File: src/rtl/uart_in_if.sv
// Receive-side bundle for uart_in: serial RX line in, received byte and status pulses out.
// master drives the line (pin model / upstream), slave is the receiver itself.
interface uart_in_if;
  logic       in;
  logic [7:0] data;
  logic       flag_ready;
  logic       flag_error;
  logic       flag_busy;

  modport master (
    output in,
    input  data,
    input  flag_ready,
    input  flag_error,
    input  flag_busy
  );

  modport slave (
    input  in,
    output data,
    output flag_ready,
    output flag_error,
    output flag_busy
  );
endinterface

File: src/rtl/uart_in.sv
// 8N1 UART receiver: two-flop synchroniser, start-bit validation at mid-bit,
// mid-bit data sampling and a one-cycle ready/error pulse per frame.
module uart_in #(
  parameter int CLKS_PER_BIT = 16
) (
  input  logic      clk,
  input  logic      rst,
  uart_in_if.slave  bus
);

  localparam int CW = (CLKS_PER_BIT > 1) ? $clog2(CLKS_PER_BIT) : 1;
  localparam int H  = CLKS_PER_BIT / 2;
  localparam logic [CW-1:0] CNT_HALF = CW'(H - 1);
  localparam logic [CW-1:0] CNT_LAST = CW'(CLKS_PER_BIT - 1);

  typedef enum logic [1:0] {
    IDLE,
    START,
    DATA,
    STOP
  } state_t;

  logic          s1, s2;
  state_t        state_q, state_d;
  logic [CW-1:0] clk_cnt_q, clk_cnt_d;
  logic [3:0]    bit_cnt_q, bit_cnt_d;
  logic [7:0]    shift_q, shift_d;
  logic [7:0]    data_q, data_d;
  logic          ready_q, ready_d;
  logic          error_q, error_d;

  // Synchroniser resets to the idle level so reset release never looks like a start bit.
  always_ff @(posedge clk or posedge rst) begin
    if (rst) begin
      s1 <= 1'b1;
      s2 <= 1'b1;
    end else begin
      s1 <= bus.in;
      s2 <= s1;
    end
  end

  always_ff @(posedge clk or posedge rst) begin
    if (rst) begin
      state_q   <= IDLE;
      clk_cnt_q <= '0;
      bit_cnt_q <= '0;
      shift_q   <= '0;
      data_q    <= '0;
      ready_q   <= 1'b0;
      error_q   <= 1'b0;
    end else begin
      state_q   <= state_d;
      clk_cnt_q <= clk_cnt_d;
      bit_cnt_q <= bit_cnt_d;
      shift_q   <= shift_d;
      data_q    <= data_d;
      ready_q   <= ready_d;
      error_q   <= error_d;
    end
  end

  always_comb begin
    state_d   = state_q;
    clk_cnt_d = clk_cnt_q + 1'b1;
    bit_cnt_d = bit_cnt_q;
    shift_d   = shift_q;
    data_d    = data_q;
    ready_d   = 1'b0;
    error_d   = 1'b0;

    case (state_q)
      IDLE: begin
        clk_cnt_d = '0;
        if (!s2) begin
          state_d = START;
        end
      end

      // A start bit that is high again at its midpoint is treated as a glitch.
      START: begin
        if (clk_cnt_q == CNT_HALF) begin
          if (s2) begin
            state_d = IDLE;
          end else begin
            state_d   = DATA;
            clk_cnt_d = '0;
            bit_cnt_d = '0;
          end
        end
      end

      DATA: begin
        if (clk_cnt_q == CNT_LAST) begin
          shift_d   = {s2, shift_q[7:1]};
          clk_cnt_d = '0;
          bit_cnt_d = bit_cnt_q + 4'd1;
          if (bit_cnt_q == 4'd7) begin
            state_d = STOP;
          end
        end
      end

      // Re-arm at mid-stop-bit so back-to-back frames are not missed.
      STOP: begin
        if (clk_cnt_q == CNT_LAST) begin
          if (s2) begin
            data_d  = shift_q;
            ready_d = 1'b1;
          end else begin
            error_d = 1'b1;
          end
          state_d = IDLE;
        end
      end

      default: begin
        state_d = IDLE;
      end
    endcase
  end

  assign bus.data       = data_q;
  assign bus.flag_ready = ready_q;
  assign bus.flag_error = error_q;
  assign bus.flag_busy  = (state_q != IDLE);

endmodule
File: src/flat_wrapper.sv
// flat-port wrapper written by rule: the top's interface ports become plain ports
module uart_in_flat 
#(
  parameter int CLKS_PER_BIT = 16
)
  (clk, rst, bus_in, bus_data, bus_flag_ready, bus_flag_error, bus_flag_busy);
  uart_in_if bus_i ();
  input  logic clk;
  input  logic rst;
  input wire logic [$bits(bus_i.in)-1:0] bus_in;
  output wire logic [$bits(bus_i.data)-1:0] bus_data;
  output wire logic [$bits(bus_i.flag_ready)-1:0] bus_flag_ready;
  output wire logic [$bits(bus_i.flag_error)-1:0] bus_flag_error;
  output wire logic [$bits(bus_i.flag_busy)-1:0] bus_flag_busy;
  assign bus_i.in = bus_in;
  assign bus_data = bus_i.data;
  assign bus_flag_ready = bus_i.flag_ready;
  assign bus_flag_error = bus_i.flag_error;
  assign bus_flag_busy = bus_i.flag_busy;
  uart_in #(.CLKS_PER_BIT(CLKS_PER_BIT)) u_core (.clk(clk), .rst(rst), .bus(bus_i));
endmodule
File: config.mk
export PLATFORM = sky130hd
export DESIGN_NAME = uart_in_flat
export DESIGN_NICKNAME = d
export VERILOG_FILES = /design/src/rtl/uart_in_if.sv /design/src/rtl/uart_in.sv /design/src/flat_wrapper.sv
export SDC_FILE = /design/constraint.sdc
export NUM_CORES = 1
export LEC_CHECK = 0
export ABC_AREA = 1
export CORE_MARGIN = 2
export CORE_UTILIZATION = 40
export DETAILED_ROUTE_END_ITERATION = 8
export PLACE_DENSITY = 0.6
export SLEW_MARGIN = 20
export SYNTH_ARGS = -nofsm -noshare
export SYNTH_HDL_FRONTEND = slang
export SYNTH_SLANG_ARGS = --single-unit
File: constraint.sdc
create_clock -name clk -period 1.9 [get_ports clk]
set_clock_uncertainty 0.2 [all_clocks]
set_input_delay 0.19 -clock clk [delete_from_list [all_inputs] [get_ports clk]]
set_output_delay 0.19 -clock clk [all_outputs]
set_load 0.03 [all_outputs]
* Word level (Yosys, flattened, before mapping) *
Index checks and enable logic that the tools add are counted.
Widths: inputs -> output; s select.

word-level totals
  register bits = 30
  input bits = 3
  output and inout bits = 11

cells by class
  $add $sub $neg = 2
  equality and inequality tests = 12
  mux-type cells = 21
  reductions and logical operators = 7

operator list
  kind                 count
  $mux 4               6
  $mux 2               6
  $pmux 4 s3           1
  $add 4x1->4 const B  2
  $eq 4x3->1 const B   2
  $ne 2x1->1 const B   4
  $pmux 2 s4           1
  $pmux 4 s2           1
  $mux 1               6
  $reduce_and 5->1     1
  $eq 2x2->1 const B   2
  $eq 4x4->1 const B   1
  $ne 2x2->1 const B   2
  $reduce_and 4->1     1
  $reduce_bool 2->1    2
  $reduce_and 3->1     1
  $eq 2x1->1 const B   1
  $logic_not 2->1      1
  $reduce_and 2->1     1

* Depth between registers and ports, before layout *
  depth after elaboration = 4
  gate-level depth with buffers = 9
  gate-level depth less buffers = 9

* Worst setup path after synthesis *
OpenSTA, ideal clock, no wires.

  path type = register to register
  start point = reg u_core.clk_cnt_q[0]
  end point = reg u_core.data_q[1] (netlist: u_core.bus.data[1])
  library setup time = 0.121 ns
  arrival = 1.152 ns
  required time = 1.579 ns
  setup slack = 0.427 ns
  stages on the path, launching flop included = 8
  buffers on the path = 1
  period minus slack after synthesis = 1.473 ns
  cells stage by stage = dfrtp_1 -> ha_1 -> nand3_1 -> inv_2 -> nand4_4 -> buf_4 -> nand2_1 -> o21ai_1

on the way
  cells in the longest elaborated chain, start to end = 2

RTL lines
  item                               RTL line        source
  start, declared                    uart_in.sv:25   logic [CW-1:0] clk_cnt_q, clk_cnt_d;
  start signal, assigned             uart_in.sv:54   clk_cnt_q <= clk_cnt_d;
  $eq 4x4->1                         uart_in.sv:106  if (clk_cnt_q == CNT_LAST) begin
  $reduce_and 3->1 (no source line)  -
  end signal, assigned               uart_in.sv:57   data_q <= data_d;
  end, declared                      uart_in.sv:28   logic [7:0] data_q, data_d;

No other way between the ends.
A chain may end at the register's enable or synchronous reset.

* Final worst setup path *
  start point = reg u_core.data_q[0] (netlist: u_core.bus.data[0])
  end point = out bus_data[0]

RTL lines
  item           RTL line            source
  end, declared  flat_wrapper.sv:11  output wire logic [$bits(bus_i.data)-1:0] bus_data;

No word-level cell between the ends.

==> run_results.csv <==
group,metric,value,unit
worst_hold_path,min-delay-path-class,"in2reg",
clock_tree,clk_latency,320,ps
global_routing,antenna_found_initial,0,
timing,timing.final.hold_violations,0,
power,power.switching,0.589,mW
drt,drt-vias-per-instance,4.44,
synthesis,synth_top_area_share,53.3,%
power,power.leakage,0.778,nW
critical_path,endpoint_kind,"output pin",
synthesis,synth_area_leaders,"dfrtp_1 53%, nand2_1 12%, inv_1 5.1%",
power,p_int,1.06,mW
global_routing,track_usage,14.7,%
synthesis,synth_area_leader_cell,"dfrtp_1",
floorplanning,fp.dieH,61.3,um
drt,first_iter_violations,36,
clock_tree,cts_num_sinks,30,
timing,tns,0,ps
critical_path,cpPeakStageDelay,670,ps
power,seqPwrFrac,46.1,%
power,power_frac_clock,23.6,%
clock_tree,clk_pin_slew,100,ps
critical_path,start_kind,"flip-flop",
timing,rsz0062_at_grt,"false",
drt,avgRoutedWirePerCell,10.4,um
clock_tree,cts_made_buffers,5,
run,drv_cap,0,
drt,vias,932,
floorplanning,core_area,3080,um2
clock_tree,htree_levels,2,
final_layout,fin_nets,170,
worst_hold_path,whs_path_depth,1,
final_layout,fillCellCount,311,
global_routing,grt_max_degree,20,
clock_tree,post-cts-setup-buffers,0,
floorplanning,pin_count,14,
critical_path,path_cells,"clkdlybuf4s50_1",
clock_tree,root_buffer,"clkbuf_4",
timing,setup_viol,0,
synthesis,synth.distinct_cells,24,
final_layout,drive_above_1_share,15.1,%
power,irDropWorstVdd,0.583,mV
drt,antenna_left,0,
global_routing,grt_pass1_vias,957,
clock_tree,cts_max_path_buffers,2,
synthesis,synth_warnings,0,
place,port_buffers,13,
final_layout,regArea,753,um2
power,switching_share,35.7,%
place,place_congestion,0.884,
synthesis,syn_area,1320,um2
floorplanning,die_w,61.3,um
final_layout,syn2layout_area_growth,20.6,%
synthesis,ys_seq_area_share,57.3,%
critical_path,crit_path_top_delay_cell,"clkdlybuf4s50_1",
timing,max_slew_margin,66.2,%
drt,routed_wl,2180,um
critical_path,worstPathRequired,1510,ps
critical_path,path_class,"reg2out",
critical_path,critPathBufInv,1,
drt,drc,0,
synthesis,ys_ff_latch,30,
final_layout,postLayoutCoreUtil,51.5,%
run_status,status,"finished, final reports clean",
drt,drt_first_pass_iters,4,
critical_path,cp_num_cells,1,
floorplanning,row_count,20,
timing,worstMarginPinSlew,506,ps
synthesis,synth.avg_cell_area,9.20,um2
clock_tree,cts_tree,"done",
power,powerDensity,1040,nW/um2
synthesis,synth_nets,148,
place,dp_hpwl,1610,um
floorplanning,die_area,3760,um2
synthesis,synthCells,143,
global_routing,grt_pass1_wl,3930,um
critical_path,path_delay_family,"buffers and inverters",
timing,period_share,91.3,%
floorplanning,start_util,42.7,%
critical_path,arrival,1340,ps
final_layout,multi_input_area,458,um2
timing,min_period,1730,ps
final_layout,n_antenna_cell,0,
power,p_comb_share,30.3,%
critical_path,reg2regPathDepth,9,
global_routing,gr-total-overflow,0,
timing,final-max-slew-violation-count,0,
timing,max_freq,0.577,GHz
critical_path,crit_fanout,2,
-- power groups by stage --
| stage | logic [mW] | clock network [mW] | registers (mW) |
|---|---|---|---|
| 2_1_floorplan | 0.338 | 0 | 0.802 |
| 3_5_place_dp | 0.515 | 0 | 0.773 |
| 6_report | 0.500 | 0.390 | 0.762 |
| 5_1_grt | 0.574 | 0.440 | 0.772 |
| 4_1_cts | 0.508 | 0.410 | 0.760 |
| 3_3_place_gp | 0.506 | 0 | 0.769 |
-- Yosys cell counts --
library cell,number
nand3_1,5
nand3b_1,1
ha_1,2
buf_4,1
nand2_2,3
a21oi_2,1
nand2_1,43
xor2_1,2
dfrtp_1,28
o2111ai_1,1
nor2_4,1
o21ai_1,11
nor2_2,1
nand4_4,1
buf_6,1
nand2_4,2
nor3_1,1
dfstp_2,2
inv_1,18
inv_2,3
a21boi_0,1
inv_4,1
o21ai_0,6
nor2_1,7
-- routing by layer --
layer	vias to the layer above	global-route usage, %	wire length (um)
met1	427	17.0	1020
met5	-	0	0
met2	14	24.2	1020
met3	5	6.30	94
li1	486	-	-
met4	0	5.47	44
-- state kept, by name (all words and copies together) (netlist names), named ones only --
| signal | cells |
|---|---|
| u_core.bus.flag_ready | 1 |
| u_core.bus.flag_error | 1 |
| u_core.s2 | 1 |
| u_core.state_q | 1 |
| u_core.bus.data | 8 |
| u_core.shift_q | 8 |
| u_core.bit_cnt_q | 4 |
| u_core.clk_cnt_q | 4 |
| u_core.s1 | 1 |
-- cells in the final DEF, fill, tap and decap left out, types with 2 or more instances in the layout --
cell / synthesis / routed
clkdlybuf4s50_1: 0 / 12
inv_1: 18 / 18
nand2_2: 3 / 3
nor2_1: 7 / 7
clkbuf_4: 0 / 5
o21ai_1: 11 / 11
nand3_1: 5 / 5
nand2_1: 43 / 43
inv_2: 3 / 3
ha_1: 2 / 2
o21ai_0: 6 / 6
buf_4: 1 / 2
dfstp_2: 2 / 2
dfrtp_1: 28 / 28
xor2_1: 2 / 2
nand2_4: 2 / 2
-- kinds of logic (layout without fill, tap and decap cells) --
group / after synthesis / after routing / share of synthesized area (%)
simple gates: 65 / 65 / 23.2
xor+xnor: 2 / 2 / 1.33
flops: 30 / 30 / 57.3
fa+ha+maj: 2 / 2 / 1.90
buf+inv: 24 / 47 / 7.90
compound gates: 20 / 20 / 8.37
-- metrics by stage --
step,power [mW],setup slack (ps),hold WS [ps],instance area (um2),std cells
3_3_place_gp,1.28,306,149,1520,201
4_1_cts,1.68,134,43.3,1590,210
2_1_floorplan,1.14,427,-5.52,1320,143
5_1_grt,1.79,92.3,29.6,1590,210
3_5_place_dp,1.29,246,152,1520,201
6_report,1.65,166,61.6,1590,210
-- path summary, 6_finish.rpt --
check	startpoint	slack (ps)	endpoint
max in group asynchronous	rst	480	u_core.shift_q[6]
min in group asynchronous	rst	550	u_core.state_q[0]
worst max-delay path	u_core.bus.data[0]	170	bus_data[0]
worst min register to register	u_core.s1	160	u_core.s2
worst min-delay path	bus_in	60	u_core.s1
worst max register to register	u_core.clk_cnt_q[0]	230	u_core.bit_cnt_q[3]
-- final cells by class --
cell class                 instances  share of cell area, %
clock buffer                       7                   3.47
sequential                        30                   47.5
timing repair buffer              17                   11.0
tap                               44                   3.47
inverter                          22                   5.37
clock inverter                     1                  0.316
multi-input combinational         89                   28.9
-- timing repair --
action,CTS,global route
setup endpoints to repair,1,0
resized for setup,1,0
hold endpoints to repair,9,0
hold buffers,1,0
Note: power is estimated with default switching activity, not from simulation.
